## config.mk

```make
export PLATFORM = sky130hd
export DESIGN_NAME = uart_tx_frame_flat
export DESIGN_NICKNAME = d
export VERILOG_FILES = /design/src/rtl/uart_tx_frame_if.sv /design/src/rtl/uart_tx_frame.sv /design/src/flat_wrapper.sv
export SDC_FILE = /design/constraint.sdc
export NUM_CORES = 1
export LEC_CHECK = 0
export ABC_AREA = 1
export BUFFER_PORTS_ARGS = -buffer_cell sky130_fd_sc_hd__buf_2
export CORE_ASPECT_RATIO = 0.6
export CORE_MARGIN = 2
export CORE_UTILIZATION = 40
export CTS_CLUSTER_DIAMETER = 30
export DETAILED_ROUTE_END_ITERATION = 16
export PLACE_DENSITY_LB_ADDON = 0.1
export SYNTH_ARGS = -nofsm -noshare
export SYNTH_HDL_FRONTEND = slang
export SYNTH_SLANG_ARGS = --single-unit
```

## constraint.sdc

```tcl
create_clock -name clk -period 1.6 [get_ports clk]
set_input_delay 0.08 -clock clk [delete_from_list [all_inputs] [get_ports clk]]
set_output_delay 0.08 -clock clk [all_outputs]
set_load 0.1 [all_outputs]
```

## src/rtl/uart_tx_frame_if.sv

```systemverilog
// Parallel-side handshake and serial line of the UART frame transmitter.
// The master is the upstream TX FIFO/synchronizer; the slave is the transmitter.
interface uart_tx_frame_if #(
  parameter int DATA_WIDTH = 8
) ();
  logic [DATA_WIDTH-1:0] p_data;
  logic                  data_valid;
  logic                  par_en;
  logic                  par_typ;
  logic                  tx_out;
  logic                  busy;

  modport master (
    output p_data,
    output data_valid,
    output par_en,
    output par_typ,
    input  tx_out,
    input  busy
  );

  modport slave (
    input  p_data,
    input  data_valid,
    input  par_en,
    input  par_typ,
    output tx_out,
    output busy
  );
endinterface

```

## src/rtl/uart_tx_frame.sv

```systemverilog
// UART transmitter: frames a byte as start, DATA_WIDTH data bits LSB first,
// optional parity and one stop bit, one bit per TX baud clock cycle.
module uart_tx_frame #(
  parameter int DATA_WIDTH = 8
) (
  input  logic            clk,
  input  logic            rst,
  uart_tx_frame_if.slave  bus
);

  localparam int CNT_W = (DATA_WIDTH > 1) ? $clog2(DATA_WIDTH) : 1;
  localparam logic [CNT_W-1:0] LAST_IDX = CNT_W'(DATA_WIDTH - 1);

  typedef enum logic [2:0] {
    IDLE   = 3'd0,
    START  = 3'd1,
    DATA   = 3'd2,
    PARITY = 3'd3,
    STOP   = 3'd4
  } state_t;

  state_t                state_r;
  state_t                state_nx_s;
  logic [CNT_W-1:0]      bit_cnt_r;
  logic [CNT_W-1:0]      bit_cnt_nx_s;
  logic [DATA_WIDTH-1:0] data_r;
  logic                  par_en_r;
  logic                  par_typ_r;
  logic                  tx_out_r;
  logic                  busy_r;
  logic                  tx_out_nx_s;
  logic                  busy_nx_s;
  logic                  accept_s;

  function automatic logic parity_bit(input logic [DATA_WIDTH-1:0] d, input logic odd);
    parity_bit = odd ? ~(^d) : (^d);
  endfunction

  assign accept_s = (state_r == IDLE) && bus.data_valid;

  // State and bit counter register
  always_ff @(posedge clk) begin
    if (rst) begin
      state_r   <= IDLE;
      bit_cnt_r <= '0;
    end else begin
      state_r   <= state_nx_s;
      bit_cnt_r <= bit_cnt_nx_s;
    end
  end

  // Frame parameters are captured once, so upstream changes mid-frame are ignored
  always_ff @(posedge clk) begin
    if (rst) begin
      data_r    <= '0;
      par_en_r  <= 1'b0;
      par_typ_r <= 1'b0;
    end else if (accept_s) begin
      data_r    <= bus.p_data;
      par_en_r  <= bus.par_en;
      par_typ_r <= bus.par_typ;
    end else begin
      data_r    <= data_r;
      par_en_r  <= par_en_r;
      par_typ_r <= par_typ_r;
    end
  end

  // Next-state and next bit index
  always_comb begin
    state_nx_s   = state_r;
    bit_cnt_nx_s = bit_cnt_r;
    case (state_r)
      IDLE: begin
        if (bus.data_valid) begin
          state_nx_s = START;
        end else begin
          state_nx_s = IDLE;
        end
      end
      START: begin
        state_nx_s   = DATA;
        bit_cnt_nx_s = '0;
      end
      DATA: begin
        if (bit_cnt_r == LAST_IDX) begin
          state_nx_s = par_en_r ? PARITY : STOP;
        end else begin
          state_nx_s   = DATA;
          bit_cnt_nx_s = bit_cnt_r + CNT_W'(1);
        end
      end
      PARITY:  state_nx_s = STOP;
      STOP:    state_nx_s = IDLE;
      default: begin
        state_nx_s   = IDLE;
        bit_cnt_nx_s = '0;
      end
    endcase
  end

  // Line level for the upcoming state; registered below so outputs are glitch-free
  always_comb begin
    tx_out_nx_s = 1'b1;
    busy_nx_s   = 1'b0;
    case (state_nx_s)
      IDLE: begin
        tx_out_nx_s = 1'b1;
        busy_nx_s   = 1'b0;
      end
      START: begin
        tx_out_nx_s = 1'b0;
        busy_nx_s   = 1'b1;
      end
      DATA: begin
        tx_out_nx_s = data_r[bit_cnt_nx_s];
        busy_nx_s   = 1'b1;
      end
      PARITY: begin
        tx_out_nx_s = parity_bit(data_r, par_typ_r);
        busy_nx_s   = 1'b1;
      end
      STOP: begin
        tx_out_nx_s = 1'b1;
        busy_nx_s   = 1'b1;
      end
      default: begin
        tx_out_nx_s = 1'b1;
        busy_nx_s   = 1'b0;
      end
    endcase
  end

  // Output register
  always_ff @(posedge clk) begin
    if (rst) begin
      tx_out_r <= 1'b1;
      busy_r   <= 1'b0;
    end else begin
      tx_out_r <= tx_out_nx_s;
      busy_r   <= busy_nx_s;
    end
  end

  assign bus.tx_out = tx_out_r;
  assign bus.busy   = busy_r;

endmodule

```

## src/flat_wrapper.sv

```systemverilog
// flat-port wrapper written by rule: the top's interface ports become plain ports
module uart_tx_frame_flat 
#(
  parameter int DATA_WIDTH = 8
)
  (clk, rst, bus_p_data, bus_data_valid, bus_par_en, bus_par_typ, bus_tx_out, bus_busy);
  uart_tx_frame_if #(.DATA_WIDTH(DATA_WIDTH)) bus_i ();
  input  logic clk;
  input  logic rst;
  input wire logic [$bits(bus_i.p_data)-1:0] bus_p_data;
  input wire logic [$bits(bus_i.data_valid)-1:0] bus_data_valid;
  input wire logic [$bits(bus_i.par_en)-1:0] bus_par_en;
  input wire logic [$bits(bus_i.par_typ)-1:0] bus_par_typ;
  output wire logic [$bits(bus_i.tx_out)-1:0] bus_tx_out;
  output wire logic [$bits(bus_i.busy)-1:0] bus_busy;
  assign bus_i.p_data = bus_p_data;
  assign bus_i.data_valid = bus_data_valid;
  assign bus_i.par_en = bus_par_en;
  assign bus_i.par_typ = bus_par_typ;
  assign bus_tx_out = bus_i.tx_out;
  assign bus_busy = bus_i.busy;
  uart_tx_frame #(.DATA_WIDTH(DATA_WIDTH)) u_core (.clk(clk), .rst(rst), .bus(bus_i));
endmodule
```

Word level (Yosys, flattened, before mapping)
Cells that the tools add are included.
{ "word_totals": {"register_bits": 18, "inputBits": 13, "word_cells": 35} }
{ "op_classes": {"addsub": 1, "order_cmp": 1, "n_eq_ne": 9, "mux": 11, "n_bitwise": 1, "n_reduce_logical": 5} }
{ "op_table": {"columns": ["op", "n"], "rows": [
  ["3-bit by 2-bit equality test with 1-bit output (second input constant)", 4],
  ["3-bit case mux with 4 select lines", 1],
  ["3-bit equality test (second input constant)", 3],
  ["3-bit 2-to-1 mux", 3],
  ["8-bit parity", 1],
  ["3-bit by 1-bit equality test with 1-bit output (second input constant)", 2],
  ["3-bit case mux with 2 select lines", 1],
  ["3-bit by 4-bit < comparator with 1-bit output (second input constant)", 1],
  ["1-bit 2-to-1 mux", 4],
  ["4-bit OR reduction", 1],
  ["3-bit by 1-bit adder with 3-bit output (second input constant)", 1],
  ["1-bit binary-select mux with 3-bit select", 1],
  ["3-bit zero test", 1],
  ["1-bit case mux with 3 select lines", 1],
  ["3-bit OR reduction", 1],
  ["1-bit logical AND", 1],
  ["1-bit NOT", 1]
]} }

Depth between registers and ports, before layout
{ "logic_depth": {"word_depth": 6, "ltp_mapped": 12, "mapped_depth_nobuf": 12} }

Least setup slack after synthesis
Ideal clock, no wire load.
{ "synth_path": {"path_kind": "register to register", "from": "reg u_core.bit_cnt_r[0]", "to": "reg u_core.busy_r, in the netlist u_core.bus.busy", "setup_ps": 125, "t_arrival_ps": 1258, "setup_slack_ps": 217, "stages_incl_launch_ff": 8, "path_buffers": 0, "period_less_slack_ps": 1383, "cell_sequence": "dfxtp_1 -> ha_1 -> nand2_2 -> nor2_1 -> nor2_1 -> or2_1 -> nand3_1 -> o21ai_1"} }
{ "synth_via": {"elab_chain_cells": 6} }
{ "synth_lines": {"columns": ["element", "line_no", "source"], "rows": [
  ["from (decl)", "uart_tx_frame.sv:24", "logic [CNT_W-1:0] bit_cnt_r;"],
  ["from (signal assigned)", "uart_tx_frame.sv:48", "bit_cnt_r <= bit_cnt_nx_s;"],
  ["3-bit equality test (*)", "uart_tx_frame.sv:86", "if (bit_cnt_r == LAST_IDX) begin"],
  ["3-bit 2-to-1 mux (*)", "uart_tx_frame.sv:86", null],
  ["3-bit case mux with 4 select lines (*)", "uart_tx_frame.sv:73", "case (state_r)"],
  ["3-bit by 1-bit equality test with 1-bit output, or another cell as far along", "uart_tx_frame.sv:106", "case (state_nx_s)"],
  ["4-bit OR reduction (no line) (*)", null, null],
  ["1-bit 2-to-1 mux (*)", "uart_tx_frame.sv:106", null],
  ["to (signal assigned)", "uart_tx_frame.sv:141", "busy_r <= busy_nx_s;"],
  ["to (decl)", "uart_tx_frame.sv:30", "logic busy_r;"]
]} }
Every way passes the cells marked *; elsewhere a longest branch is shown, timed or not.
A chain may end at the register's enable or synchronous reset.

Worst setup path after layout
{ "layout_path": {"from": "reg u_core.bit_cnt_r[1]", "to": "reg u_core.busy_r, in the netlist u_core.bus.busy"} }
Same word-level chain as after synthesis.

==> flow_summary_export.csv <==
group,metric,value,unit
clock_tree,cts_buffers,3,
layout,nets,198,
critical_path,worstSetupPathType,"flop to flop",
grt,grt_overflow_total,0,
clock_tree,cts-hold-fix-buffers,0,
synth,synth-seq-cells,18,
placed_design,dp_hpwl,1990,um
synth,synth.top_cell.area_share,32.8,%
drt,routed_wl,2460,um
timing,worstMarginPinSlew,0.490,ns
synth,synth_commonest_cells,"nand2_1, dfxtp_1, nand3_1, inv_1, nor2_1",
critical_path,ff2ff_path_depth,7,
run,maxCapViolations,0,
clock_tree,cts_sinks,18,
die,die_h,44.6,um
critical_path,critPathMaxFanout,6,
hold_path,hold_path_depth,3,
synth,async_flop_share,0,%
die,start_util,43.0,%
clock_tree,h-tree-depth,1,
timing,setup_viol,0,
drt,drt_first_pass_iters,4,
pwr,finalPower,1230,uW
drt,vias_per_cell,4.92,
layout,insertedDiodeCount,0,
drt,vias,1058,
drt,drtAntennaViolNets,0,
drt,dr.first_iter.drc_count,66,
die,dieArea,0.00320,mm^2
die,die_w,71.7,um
timing,rsz0062_at_grt,"false",
placed_design,place_congestion,0.846,
layout,area_delta_synth_final,13.7,%
clock_tree,clockBufferDepth,2,
die,design.core.area,0.00256,mm^2
clock_tree,clkLatencyLatePin,0.25,ns
grt,grt_max_degree,18,
critical_path,reg2reg_to,"u_core.bus.busy",
critical_path,rrSetupSlack,0.13,ns
status,status,"finished, final reports clean",
timing,relSlewSlack,67.6,%
synth,synth_seq_area_share,32.8,%
drt,drc,0,
placed_design,portBuffers,14,
timing,drv_slew,0,
clock_tree,cts_tree,"yes",
critical_path,crit_arrival,1.62,ns
die,ios,15,
synth,yosysMostFrequentCell,"nand2_1",
critical_path,cp-end-kind,"flop",
synth,syn_area,0.00110,mm^2
critical_path,r2r-start,"u_core.bit_cnt_r[1]",
timing,hold_viol_final,0,
clock_tree,clkTransAtPathRegs,0.07,ns
synth,synth_nets,184,
grt,grt_pass1_wl,4160,um
synth,yosysWarnings,0,
grt,grtUsageTotal,17.3,%
layout,fill_cells,258,
hold_path,min_from,"bus_p_data[5]",
synth,synthCells,170,
grt,grt_pass1_vias,926,
timing,finalCriticalPeriod,1.47,ns
placed_design,pre_cts_slack,0.0185,ns
timing,fmax,0.678,GHz
timing,setup-tns-final,0,ns
critical_path,startpoint_type,"flop",
die,num_rows,14,
hold_path,hold_end,"u_core.data_r[5]",
pwr,p_leak,0.000593,uW
synth,synth_edf_count,0,
pwr,vdd_drop_max,0.000557,V
synth,synth_area_leaders,"dfxtp_1, nand2_1, nand3_1",
hold_path,worstHoldPathType,"primary input to flop",
pwr,p_per_area,981,mW/mm^2
clock_tree,root_buffer,"clkbuf_8",
synth,synth_top_cell_by_area,"dfxtp_1",
synth,ys.flop_type,"dfxtp_1",
timing,min_period_over_period,92.2,%
synth,avgSynthCellArea,6.46,um^2
layout,drive_gt1_share,21.9,%
timing,clock_skew,0.00139,ns
grt,antenna_found_initial,0,
critical_path,critPathRequiredTime,1.74,ns
synth,ys_types,25,
drt,wire_per_inst,11.4,um
timing,setup_ws,0.125,ns
[kinds of logic (layout without fill, tap and decap cells)]
| logic type | count (synthesis) | after routing | share of synthesized area (%) |
|---|---|---|---|
| AND/OR/NAND/NOR | 93 | 93 | 37.7 |
| AO/OA/AOI/OAI | 26 | 26 | 13.4 |
| flip-flops | 18 | 18 | 32.8 |
| XOR/XNOR | 6 | 6 | 4.78 |
| adder cells (fa/ha/maj) | 1 | 1 | 1.14 |
| buffers and inverters | 26 | 39 | 10.1 |
[final cells by class]
type	instances	area [um^2]	share of cell area, %
Inverter	20	75.1	6.01
Timing Repair Buffer	15	77.6	6.21
Sequential cell	18	362	29.0
Multi-Input combinational cell	126	639	51.2
Clock buffer	4	55.1	4.41
Tap cell	32	40.0	3.21
[worst max-delay path: stages (launching register included)]
cell and delay, ns:
dfxtp_1 0.42, ha_4 0.19, nand2_2 0.10, nor2_1 0.11
nor2_1 0.07, or2_1 0.25, nand3_1 0.14, o21ai_1 0.09
[state kept, by name, summed over array words and instances, names as in the netlist]
signal / count
u_core.par_typ_r: 1
u_core.bus.busy: 1
u_core.par_en_r: 1
u_core.bus.tx_out: 1
u_core.data_r: 8
u_core.state_r: 3
u_core.bit_cnt_r: 3
[layout by cell type, fill, tap and decap left out]
| cell type | Yosys | layout |
|---|---|---|
| buf_2 | 2 | 14 |
| nand2_2 | 9 | 9 |
| dfxtp_1 | 18 | 17 |
| nand3_2 | 1 | 1 |
| clkbuf_8 | 0 | 4 |
| nand2_1 | 45 | 45 |
| xor2_1 | 2 | 2 |
| inv_1 | 16 | 16 |
| nor2_1 | 16 | 16 |
| o21a_1 | 1 | 1 |
| or2_1 | 1 | 1 |
| inv_2 | 4 | 4 |
| o211ai_2 | 1 | 1 |
| xnor2_1 | 4 | 4 |
| a21oi_1 | 10 | 10 |
| nor2_2 | 1 | 1 |
| nor3_1 | 1 | 1 |
| nor2_4 | 1 | 1 |
| buf_4 | 1 | 1 |
| ha_4 | 0 | 1 |
| o21ai_2 | 2 | 2 |
| o21ai_1 | 4 | 4 |
| nand3_1 | 18 | 18 |
| dfxtp_2 | 0 | 1 |
| o21ai_0 | 8 | 8 |
[metal layers]
metal	up-vias	GRT usage [%]	routed length (um)
met5	-	0	0
met4	0	6.42	32
met3	4	5.47	146
met2	33	21.1	920
met1	460	27.0	1360
li1	561	-	-
[power breakdown]
group / switching, uW / internal (uW)
clock network: 155 / 219
logic: 205 / 111
registers: 48.3 / 486
[timing repair]
action | 4_1_cts | 5_1_grt
gates resized for setup | 0 | 3
setup endpoints to repair | 0 | 2
buffers inserted | 0 | 0
[worst max-delay path by stage]
stage / startpoint / endpoint / slack, ns
2_1_floorplan: u_core.bit_cnt_r[0] / u_core.bus.busy / 0.22
3_3_place_gp: u_core.bit_cnt_r[0] / u_core.bus.busy / 0.05
3_5_place_dp: u_core.bit_cnt_r[0] / u_core.bus.busy / 0.02
4_1_cts: u_core.bit_cnt_r[0] / u_core.bus.busy / 0.003
5_1_grt: u_core.bit_cnt_r[1] / u_core.bus.busy / 0.007
6_report: u_core.bit_cnt_r[1] / u_core.bus.busy / 0.13
[metrics by stage]
stage	utilization [%]	hold WS, ns	instances	instance area (um^2)
6_report	48.8	0.0669	215	1250
4_1_cts	48.3	0.0612	215	1230
2_1_floorplan	-	0.226	170	1100
5_1_grt	48.8	0.0767	215	1250
3_5_place_dp	46.1	0.330	211	1180
3_3_place_gp	46.1	0.319	211	1180
(Power assumes the default switching activity.)
